==> src/rtl/cp0_regfile_pkg.sv <==
// cp0_regfile_pkg: shared CP0 register indices, {rd,sel} selectors, write masks,
// field layouts, ExcCodes and reset values.
package cp0_regfile_pkg;

    typedef enum logic [3:0] {
        CP_BADVADDR,
        CP_COUNT,
        CP_COMPARE,
        CP_STATUS,
        CP_CAUSE,
        CP_EPC,
        CP_PRID,
        CP_CONFIG,
        CP_CONFIG1,
        CP_ERROREPC,
        CP_NONE
    } cprid_t;

    localparam logic [7:0] RS_BADVADDR = {5'd8,  3'd0};
    localparam logic [7:0] RS_COUNT    = {5'd9,  3'd0};
    localparam logic [7:0] RS_COMPARE  = {5'd11, 3'd0};
    localparam logic [7:0] RS_STATUS   = {5'd12, 3'd0};
    localparam logic [7:0] RS_CAUSE    = {5'd13, 3'd0};
    localparam logic [7:0] RS_EPC      = {5'd14, 3'd0};
    localparam logic [7:0] RS_PRID     = {5'd15, 3'd0};
    localparam logic [7:0] RS_CONFIG   = {5'd16, 3'd0};
    localparam logic [7:0] RS_CONFIG1  = {5'd16, 3'd1};
    localparam logic [7:0] RS_ERROREPC = {5'd30, 3'd0};

    localparam logic [31:0] MASK_ALL    = 32'hFFFF_FFFF;
    localparam logic [31:0] MASK_STATUS = 32'h0000_FF03;
    localparam logic [31:0] MASK_CAUSE  = 32'h0000_0300;

    localparam logic [4:0] EXC_INT  = 5'd0;
    localparam logic [4:0] EXC_ADEL = 5'd4;
    localparam logic [4:0] EXC_ADES = 5'd5;
    localparam logic [4:0] EXC_SYS  = 5'd8;
    localparam logic [4:0] EXC_BP   = 5'd9;
    localparam logic [4:0] EXC_RI   = 5'd10;
    localparam logic [4:0] EXC_OV   = 5'd12;

    localparam logic [31:0] STATUS_RESET = 32'h0040_0000;

    typedef struct packed {
        logic [8:0] rsv_hi;
        logic       bev;
        logic [5:0] rsv_mid;
        logic [7:0] im;
        logic [5:0] rsv_lo;
        logic       exl;
        logic       ie;
    } status_t;

    typedef struct packed {
        logic        bd;
        logic        ti;
        logic [13:0] rsv_hi;
        logic [7:0]  ip;
        logic        rsv_mid;
        logic [4:0]  exc_code;
        logic [1:0]  rsv_lo;
    } cause_t;

    function automatic cprid_t decode_sel(input logic [7:0] sel);
        decode_sel = CP_NONE;
        case (sel)
            RS_BADVADDR: decode_sel = CP_BADVADDR;
            RS_COUNT:    decode_sel = CP_COUNT;
            RS_COMPARE:  decode_sel = CP_COMPARE;
            RS_STATUS:   decode_sel = CP_STATUS;
            RS_CAUSE:    decode_sel = CP_CAUSE;
            RS_EPC:      decode_sel = CP_EPC;
            RS_PRID:     decode_sel = CP_PRID;
            RS_CONFIG:   decode_sel = CP_CONFIG;
            RS_CONFIG1:  decode_sel = CP_CONFIG1;
            RS_ERROREPC: decode_sel = CP_ERROREPC;
            default:     decode_sel = CP_NONE;
        endcase
    endfunction

    // RO and unimplemented registers get a zero mask, so a write to them is a no-op.
    function automatic logic [31:0] wr_mask(input cprid_t id);
        wr_mask = '0;
        case (id)
            CP_COUNT, CP_COMPARE, CP_EPC, CP_ERROREPC: wr_mask = MASK_ALL;
            CP_STATUS: wr_mask = MASK_STATUS;
            CP_CAUSE:  wr_mask = MASK_CAUSE;
            default:   wr_mask = '0;
        endcase
    endfunction

    function automatic logic [31:0] cp0_merge(input logic [31:0] old, input logic [31:0] data,
                                              input logic [31:0] mask);
        cp0_merge = (old & ~mask) | (data & mask);
    endfunction

endpackage

==> src/rtl/cp0_regfile_timer.sv <==
// cp0_timer: Count (half-rate increment), Compare, and the sticky timer-interrupt flag.
module cp0_timer (
    input  logic        clk,
    input  logic        reset,
    input  logic        i_count_we,
    input  logic        i_compare_we,
    input  logic [31:0] i_wr_data,
    output logic [31:0] o_count,
    output logic [31:0] o_compare,
    output logic        o_ti
);
    logic        r_tick;
    logic        r_ti;
    logic [31:0] r_count;
    logic [31:0] r_compare;

    // The match uses pre-update Count; a Compare write clears TI even on a match.
    always_ff @(posedge clk or posedge reset) begin
        if (reset) begin
            r_tick    <= 1'b0;
            r_ti      <= 1'b0;
            r_count   <= '0;
            r_compare <= '0;
        end else begin
            r_tick    <= ~r_tick;
            r_count   <= i_count_we ? i_wr_data : r_count + {31'd0, r_tick};
            r_compare <= i_compare_we ? i_wr_data : r_compare;
            r_ti      <= i_compare_we ? 1'b0 : (r_ti | (r_count == r_compare));
        end
    end

    assign o_count   = r_count;
    assign o_compare = r_compare;
    assign o_ti      = r_ti;
endmodule

==> src/rtl/cp0_regfile.sv <==
// cp0_regfile: CP0 register file serving MFC0/MTC0, exception entry/ERET, timer and
// external interrupts, and the interrupt request to commit.
module cp0_regfile
    import cp0_regfile_pkg::*;
#(
    parameter logic [31:0] PRID_VALUE    = 32'h0001_8003,
    parameter logic [31:0] CONFIG_VALUE  = 32'h8000_0000,
    parameter logic [31:0] CONFIG1_VALUE = 32'h0000_0000
) (
    input  logic        clk,
    input  logic        reset,
    input  logic [7:0]  rd_sel,
    output logic [31:0] rd_data,
    output logic        rd_invalid,
    input  logic        wr_en,
    input  logic [7:0]  wr_sel,
    input  logic [31:0] wr_data,
    input  logic [5:0]  ext_int,
    input  logic        exc_valid,
    input  logic [4:0]  exc_code,
    input  logic [31:0] exc_pc,
    input  logic        exc_in_ds,
    input  logic        exc_badvaddr_valid,
    input  logic [31:0] exc_badvaddr,
    input  logic        eret,
    output logic [31:0] epc,
    output logic        exl,
    output logic        int_req
);
    cprid_t      w_rd_id;
    cprid_t      w_wr_id;
    logic [31:0] w_mask;
    logic [31:0] w_count;
    logic [31:0] w_compare;
    logic        w_ti;
    status_t     w_status_nx;
    cause_t      w_cause_nx;
    cause_t      w_cause_rd;
    logic [31:0] w_epc_nx;
    logic [31:0] w_badvaddr_nx;
    status_t     r_status;
    cause_t      r_cause;
    logic [31:0] r_epc;
    logic [31:0] r_errorepc;
    logic [31:0] r_badvaddr;

    assign w_rd_id = decode_sel(rd_sel);
    assign w_wr_id = decode_sel(wr_sel);
    assign w_mask  = wr_mask(w_wr_id);

    cp0_timer u_timer (
        .clk          (clk),
        .reset        (reset),
        .i_count_we   (wr_en && w_wr_id == CP_COUNT),
        .i_compare_we (wr_en && w_wr_id == CP_COMPARE),
        .i_wr_data    (wr_data),
        .o_count      (w_count),
        .o_compare    (w_compare),
        .o_ti         (w_ti)
    );

    // Apply MTC0 first, then ERET, then exception entry, so later steps win shared fields.
    always_comb begin
        w_status_nx = (wr_en && w_wr_id == CP_STATUS) ? status_t'(cp0_merge(r_status, wr_data, w_mask)) : r_status;
        w_cause_nx  = (wr_en && w_wr_id == CP_CAUSE) ? cause_t'(cp0_merge(r_cause, wr_data, w_mask)) : r_cause;
        w_epc_nx    = (wr_en && w_wr_id == CP_EPC) ? wr_data : r_epc;
        w_badvaddr_nx = (exc_valid && exc_badvaddr_valid) ? exc_badvaddr : r_badvaddr;
        w_cause_nx.ip[7:2] = {ext_int[5] | w_ti, ext_int[4:0]};
        if (eret) w_status_nx.exl = 1'b0;
        if (exc_valid) begin
            w_cause_nx.exc_code = exc_code;
            w_status_nx.exl = 1'b1;
            if (!r_status.exl) begin
                w_epc_nx = exc_in_ds ? exc_pc - 32'd4 : exc_pc;
                w_cause_nx.bd = exc_in_ds;
            end
        end
    end

    always_ff @(posedge clk or posedge reset) begin
        if (reset) begin
            r_status   <= status_t'(STATUS_RESET);
            r_cause    <= '0;
            r_epc      <= '0;
            r_errorepc <= '0;
            r_badvaddr <= '0;
        end else begin
            r_status   <= w_status_nx;
            r_cause    <= w_cause_nx;
            r_epc      <= w_epc_nx;
            r_errorepc <= (wr_en && w_wr_id == CP_ERROREPC) ? wr_data : r_errorepc;
            r_badvaddr <= w_badvaddr_nx;
        end
    end

    always_comb begin
        w_cause_rd    = r_cause;
        w_cause_rd.ti = w_ti;
    end

    always_comb begin
        rd_data    = '0;
        rd_invalid = 1'b0;
        case (w_rd_id)
            CP_BADVADDR: rd_data = r_badvaddr;
            CP_COUNT:    rd_data = w_count;
            CP_COMPARE:  rd_data = w_compare;
            CP_STATUS:   rd_data = r_status;
            CP_CAUSE:    rd_data = w_cause_rd;
            CP_EPC:      rd_data = r_epc;
            CP_PRID:     rd_data = PRID_VALUE;
            CP_CONFIG:   rd_data = CONFIG_VALUE;
            CP_CONFIG1:  rd_data = CONFIG1_VALUE;
            CP_ERROREPC: rd_data = r_errorepc;
            default:     rd_invalid = 1'b1;
        endcase
    end

    assign epc     = r_epc;
    assign exl     = r_status.exl;
    assign int_req = r_status.ie & ~r_status.exl & |(r_cause.ip & r_status.im);
endmodule

==> config.mk <==
export PLATFORM = sky130hd
export DESIGN_NAME = cp0_regfile
export DESIGN_NICKNAME = d
export VERILOG_FILES = /design/src/rtl/cp0_regfile_pkg.sv /design/src/rtl/cp0_regfile_timer.sv /design/src/rtl/cp0_regfile.sv
export SDC_FILE = /design/constraint.sdc
export NUM_CORES = 1
export LEC_CHECK = 0
export ABC_AREA = 1
export CAP_MARGIN = 20
export CORE_MARGIN = 1
export CORE_UTILIZATION = 33
export CTS_CLUSTER_DIAMETER = 80
export DETAILED_ROUTE_END_ITERATION = 16
export PLACE_DENSITY_LB_ADDON = 0.1
export SYNTH_ARGS = -nofsm -noshare
export SYNTH_HDL_FRONTEND = slang
export SYNTH_SLANG_ARGS = --single-unit
export TNS_END_PERCENT = 50
==> constraint.sdc <==
create_clock -name clk -period 20.9 [get_ports clk]
set_input_delay 3.135 -clock clk [delete_from_list [all_inputs] [get_ports clk]]
set_output_delay 3.135 -clock clk [all_outputs]
set_load 0.02 [all_outputs]
==> flow_metrics.py <==
metrics = {
    "routing": {
        "avgRoutedWirePerCell_um": 20.1,
        "routed-via-count": 11700,
        "drt_pass_1_iters": 5,
        "postRouteAntennaNets": 0,
        "route.detailed.vias_per_inst": 4.96,
        "route.final.wire_length_um": 47400,
        "drt_iter0_markers": 873,
        "drt_drc_violations_left": 0,
    },
    "clocking": {
        "clock_sink_count": 225,
        "cts_post_setup_buffers_inserted": 0,
        "clock_tree_root_driver_cell": "sky130_fd_sc_hd__clkbuf_16",
        "cts_tree": "yes",
        "cts_hold_repair.buffers": 0,
        "number_of_resized_instances_in_the_post_cts_repair_step": 0,
        "maximum_level_of_the_cts_h_tree": 1,
        "cts_buffers": 27,
        "cts_buffer_depth": 3,
        "clock_slew_at_reported_path_ffs_ns": 0.06,
        "clk_latency_ns": 0.55,
    },
    "logic_synthesis": {
        "synthesis.nets": 1831,
        "synth_most_common_cell": "sky130_fd_sc_hd__nand2_1",
        "synth.yosys.warnings": 0,
        "ys_async_sr_fraction_pct": 100,
        "syn_area_per_cell_um2": 7.38,
        "synth_top_cell_area_share_pct": 44.8,
        "synth_sequential_area_ratio_pct": 45.0,
        "most_area_consuming_cells_after_synthesis": "sky130_fd_sc_hd__dfrtp_1 45%, sky130_fd_sc_hd__nand2_1 12%, sky130_fd_sc_hd__o21ai_0 8.4%",
        "yosys.cell_types.count": 47,
        "mapped_cells": 1698,
        "synth_top_cells_by_count": "387 x sky130_fd_sc_hd__nand2_1, 224 x sky130_fd_sc_hd__dfrtp_1, 221 x sky130_fd_sc_hd__inv_1",
        "ff_latch_count_synth": 225,
        "cell_area_synth_mm2": 0.0125,
        "synth_top_flop_cell": "sky130_fd_sc_hd__dfrtp_1",
        "synth_area_leader_cell": "sky130_fd_sc_hd__dfrtp_1",
        "number_of_flops_mapped_to_enable_cells_by_yosys": 0,
    },
    "die": {
        "rows": 70,
        "die-height_um": 197,
        "design.portCount": 197,
        "die-area_mm2": 0.0387,
        "dieWidth_um": 197,
        "floorplan.initialDensity_pct": 33.9,
        "core_area_mm2": 0.0370,
    },
    "cells_and_area": {
        "multiInputGateArea_mm2": 0.00556,
        "fin_nets": 1962,
        "area_delta_synth_final_pct": 25.1,
        "sequential_cell_area_mm2": 0.00563,
        "final_core_util_pct": 42.4,
        "num-fill-cells": 3910,
        "antenna_cells_inserted": 0,
        "post_route_cells_drive_above_1_share_pct": 7.63,
    },
    "timing": {
        "timing.final.setup_violations": 0,
        "max_freq_mhz": 107,
        "finalCriticalPeriod_ns": 9.35,
        "grt_setup_unrepaired": "no",
        "final.setup.tns_ns": 0,
        "period_share_pct": 44.7,
        "slew_viol_final": 0,
        "slew_headroom_pct": 36.9,
        "timing_worst_slew_pin_value_ns": 0.947,
        "fin_worst_skew_ns": 0.0277,
        "hold_viol": 0,
    },
    "worst_setup_path": {
        "setup.worst_path.start": "rd_sel[1]",
        "end_kind": "output pin",
        "crit_chain": "clkdlybuf4s50_1, inv_1, nand2_1, nor3_4, buf_4, nand2_1, inv_2, nor3_2, nand3_2, buf_12, o21ai_0, clkdlybuf4s50_1",
        "slowest_stage": "sky130_fd_sc_hd__clkdlybuf4s50_1",
        "arrival_ns": 6.21,
        "worst_ep_required_time_ns": 17.77,
        "endpoint": "rd_data[20]",
        "critPathMaxFanout": 32,
        "worst_r2r_path_depth": 9,
        "setup.worst_path.start_class": "input pin",
        "rr_startpoint": "u_timer.o_count[0]",
        "critPathKind": "in2out",
        "worst_path_largest_cell_delay_ns": 0.55,
        "worstReg2RegEnd": "u_timer.o_count[18]",
        "reg2reg_setup_slack_ns": 18.44,
    },
    "global_route": {
        "antenna_found_initial": 0,
        "grt-ovfl-total": 0,
        "grt_max_degree": 94,
        "first_global_vias": 11500,
        "global_route.usage.total_pct": 24.6,
        "grt_first_pass_wirelength_um": 71400,
    },
    "place": {
        "io_buffers": 196,
        "global_placement_routability_congestion": 0.902,
        "dp_hpwl_um": 37300,
    },
    "min_path": {
        "worstHoldPathType": "reg2reg",
        "timing.hold.worst_path_depth": 0,
    },
    "pwr": {
        "power.ir.vdd_worst_mv": 0.0588,
        "power-per-cell-area_mw_per_mm2": 75.9,
        "static_leakage_power_nw": 7.35,
    },
    "flow_run": {
        "timing.max_cap.violations": 0,
    },
    "run_status": {
        "run_status": "finished, final reports clean",
    },
}
[report_power, final]
| part | total, mW | internal (mW) | switching [mW] |
|---|---|---|---|
| registers | 0.519 | 0.474 | 0.0447 |
| logic | 0.199 | 0.0827 | 0.116 |
| clock network | 0.471 | 0.279 | 0.193 |
| total | 1.19 | 0.836 | 0.354 |
[final cells by class]
type | count | area share (%)
Tap cell | 504 | 4.02
Inverter | 232 | 5.62
Multi-Input combinational cell | 1134 | 35.4
Clock inverter | 14 | 0.870
Sequential cell | 225 | 35.9
Clock buffer | 34 | 4.80
Timing Repair Buffer | 209 | 13.3
[logic make-up (layout without fill, tap and decap cells)]
kind of cell             count (synthesis)  after routing  synth area share, %
AO/OA/AOI/OAI                          336            336                 15.1
XOR/XNOR                                42             42                 2.94
adder cells (fa/ha/maj)                  3              3                0.300
buffers and inverters                  339            489                 10.7
flip-flops                             225            225                 45.0
AND/OR/NAND/NOR                        753            753                 26.0
[worst max-delay path, delay by kind of cell]
kind	cells	cell delay [ns]
and+or+nand+nor	5	0.78
AOI/OAI and AO/OA	1	0.10
buffers and inverters	6	2.14
[per-layer routing]
metal / share of wire, % / GRT usage, % / routed length, µm / up-vias
met1: 43 / 31.4 / 20300 / 5589
met4: 4.3 / 9.50 / 2030 / 0
li1: - / - / - / 5676
met5: 0 / 0 / 0 / -
met2: 49 / 42.7 / 23300 / 320
met3: 3.6 / 2.62 / 1700 / 89
[layout by cell type (no fill, tap or decap), types with 14 or more instances in the layout]
cell type                         netlist  routed
sky130_fd_sc_hd__nand2_1              387     386
sky130_fd_sc_hd__dfrtp_1              224     224
sky130_fd_sc_hd__inv_1                221     220
sky130_fd_sc_hd__o21ai_0              211     211
sky130_fd_sc_hd__clkdlybuf4s50_1        0     196
sky130_fd_sc_hd__nor2_1               145     145
sky130_fd_sc_hd__nand3_1              105     105
sky130_fd_sc_hd__nor3_1                58      58
sky130_fd_sc_hd__a21oi_1               52      52
sky130_fd_sc_hd__clkbuf_16              0      27
sky130_fd_sc_hd__o21ai_2               25      25
sky130_fd_sc_hd__xor2_1                25      25
sky130_fd_sc_hd__o22ai_1               19      19
sky130_fd_sc_hd__xnor2_1               17      17
sky130_fd_sc_hd__or2_2                 17      17
sky130_fd_sc_hd__nand4_1               14      14
[worst min-delay path by stage]
stage	from	end
global placement	flop	flop
finish	flop	flop
CTS	flop	flop
detailed placement	flop	flop
global route	flop	flop
floorplan	u_timer.r_tick	u_timer.r_tick
[per-stage QoR]
step                std cells  power, mW  cell area (µm²)  worst slack (ns)  hold WS, ns
global placement         2302      0.726            14700             11.10        0.359
finish                   2352       1.19            15700             11.55        0.366
global route             2352       1.24            15700             11.38        0.373
detailed placement       2302      0.726            14700             11.00        0.358
floorplan                1698      0.614            12500             11.60        0.401
CTS                      2350       1.20            15600             11.00        0.369
Note: power is estimated with default switching activity, not from simulation.
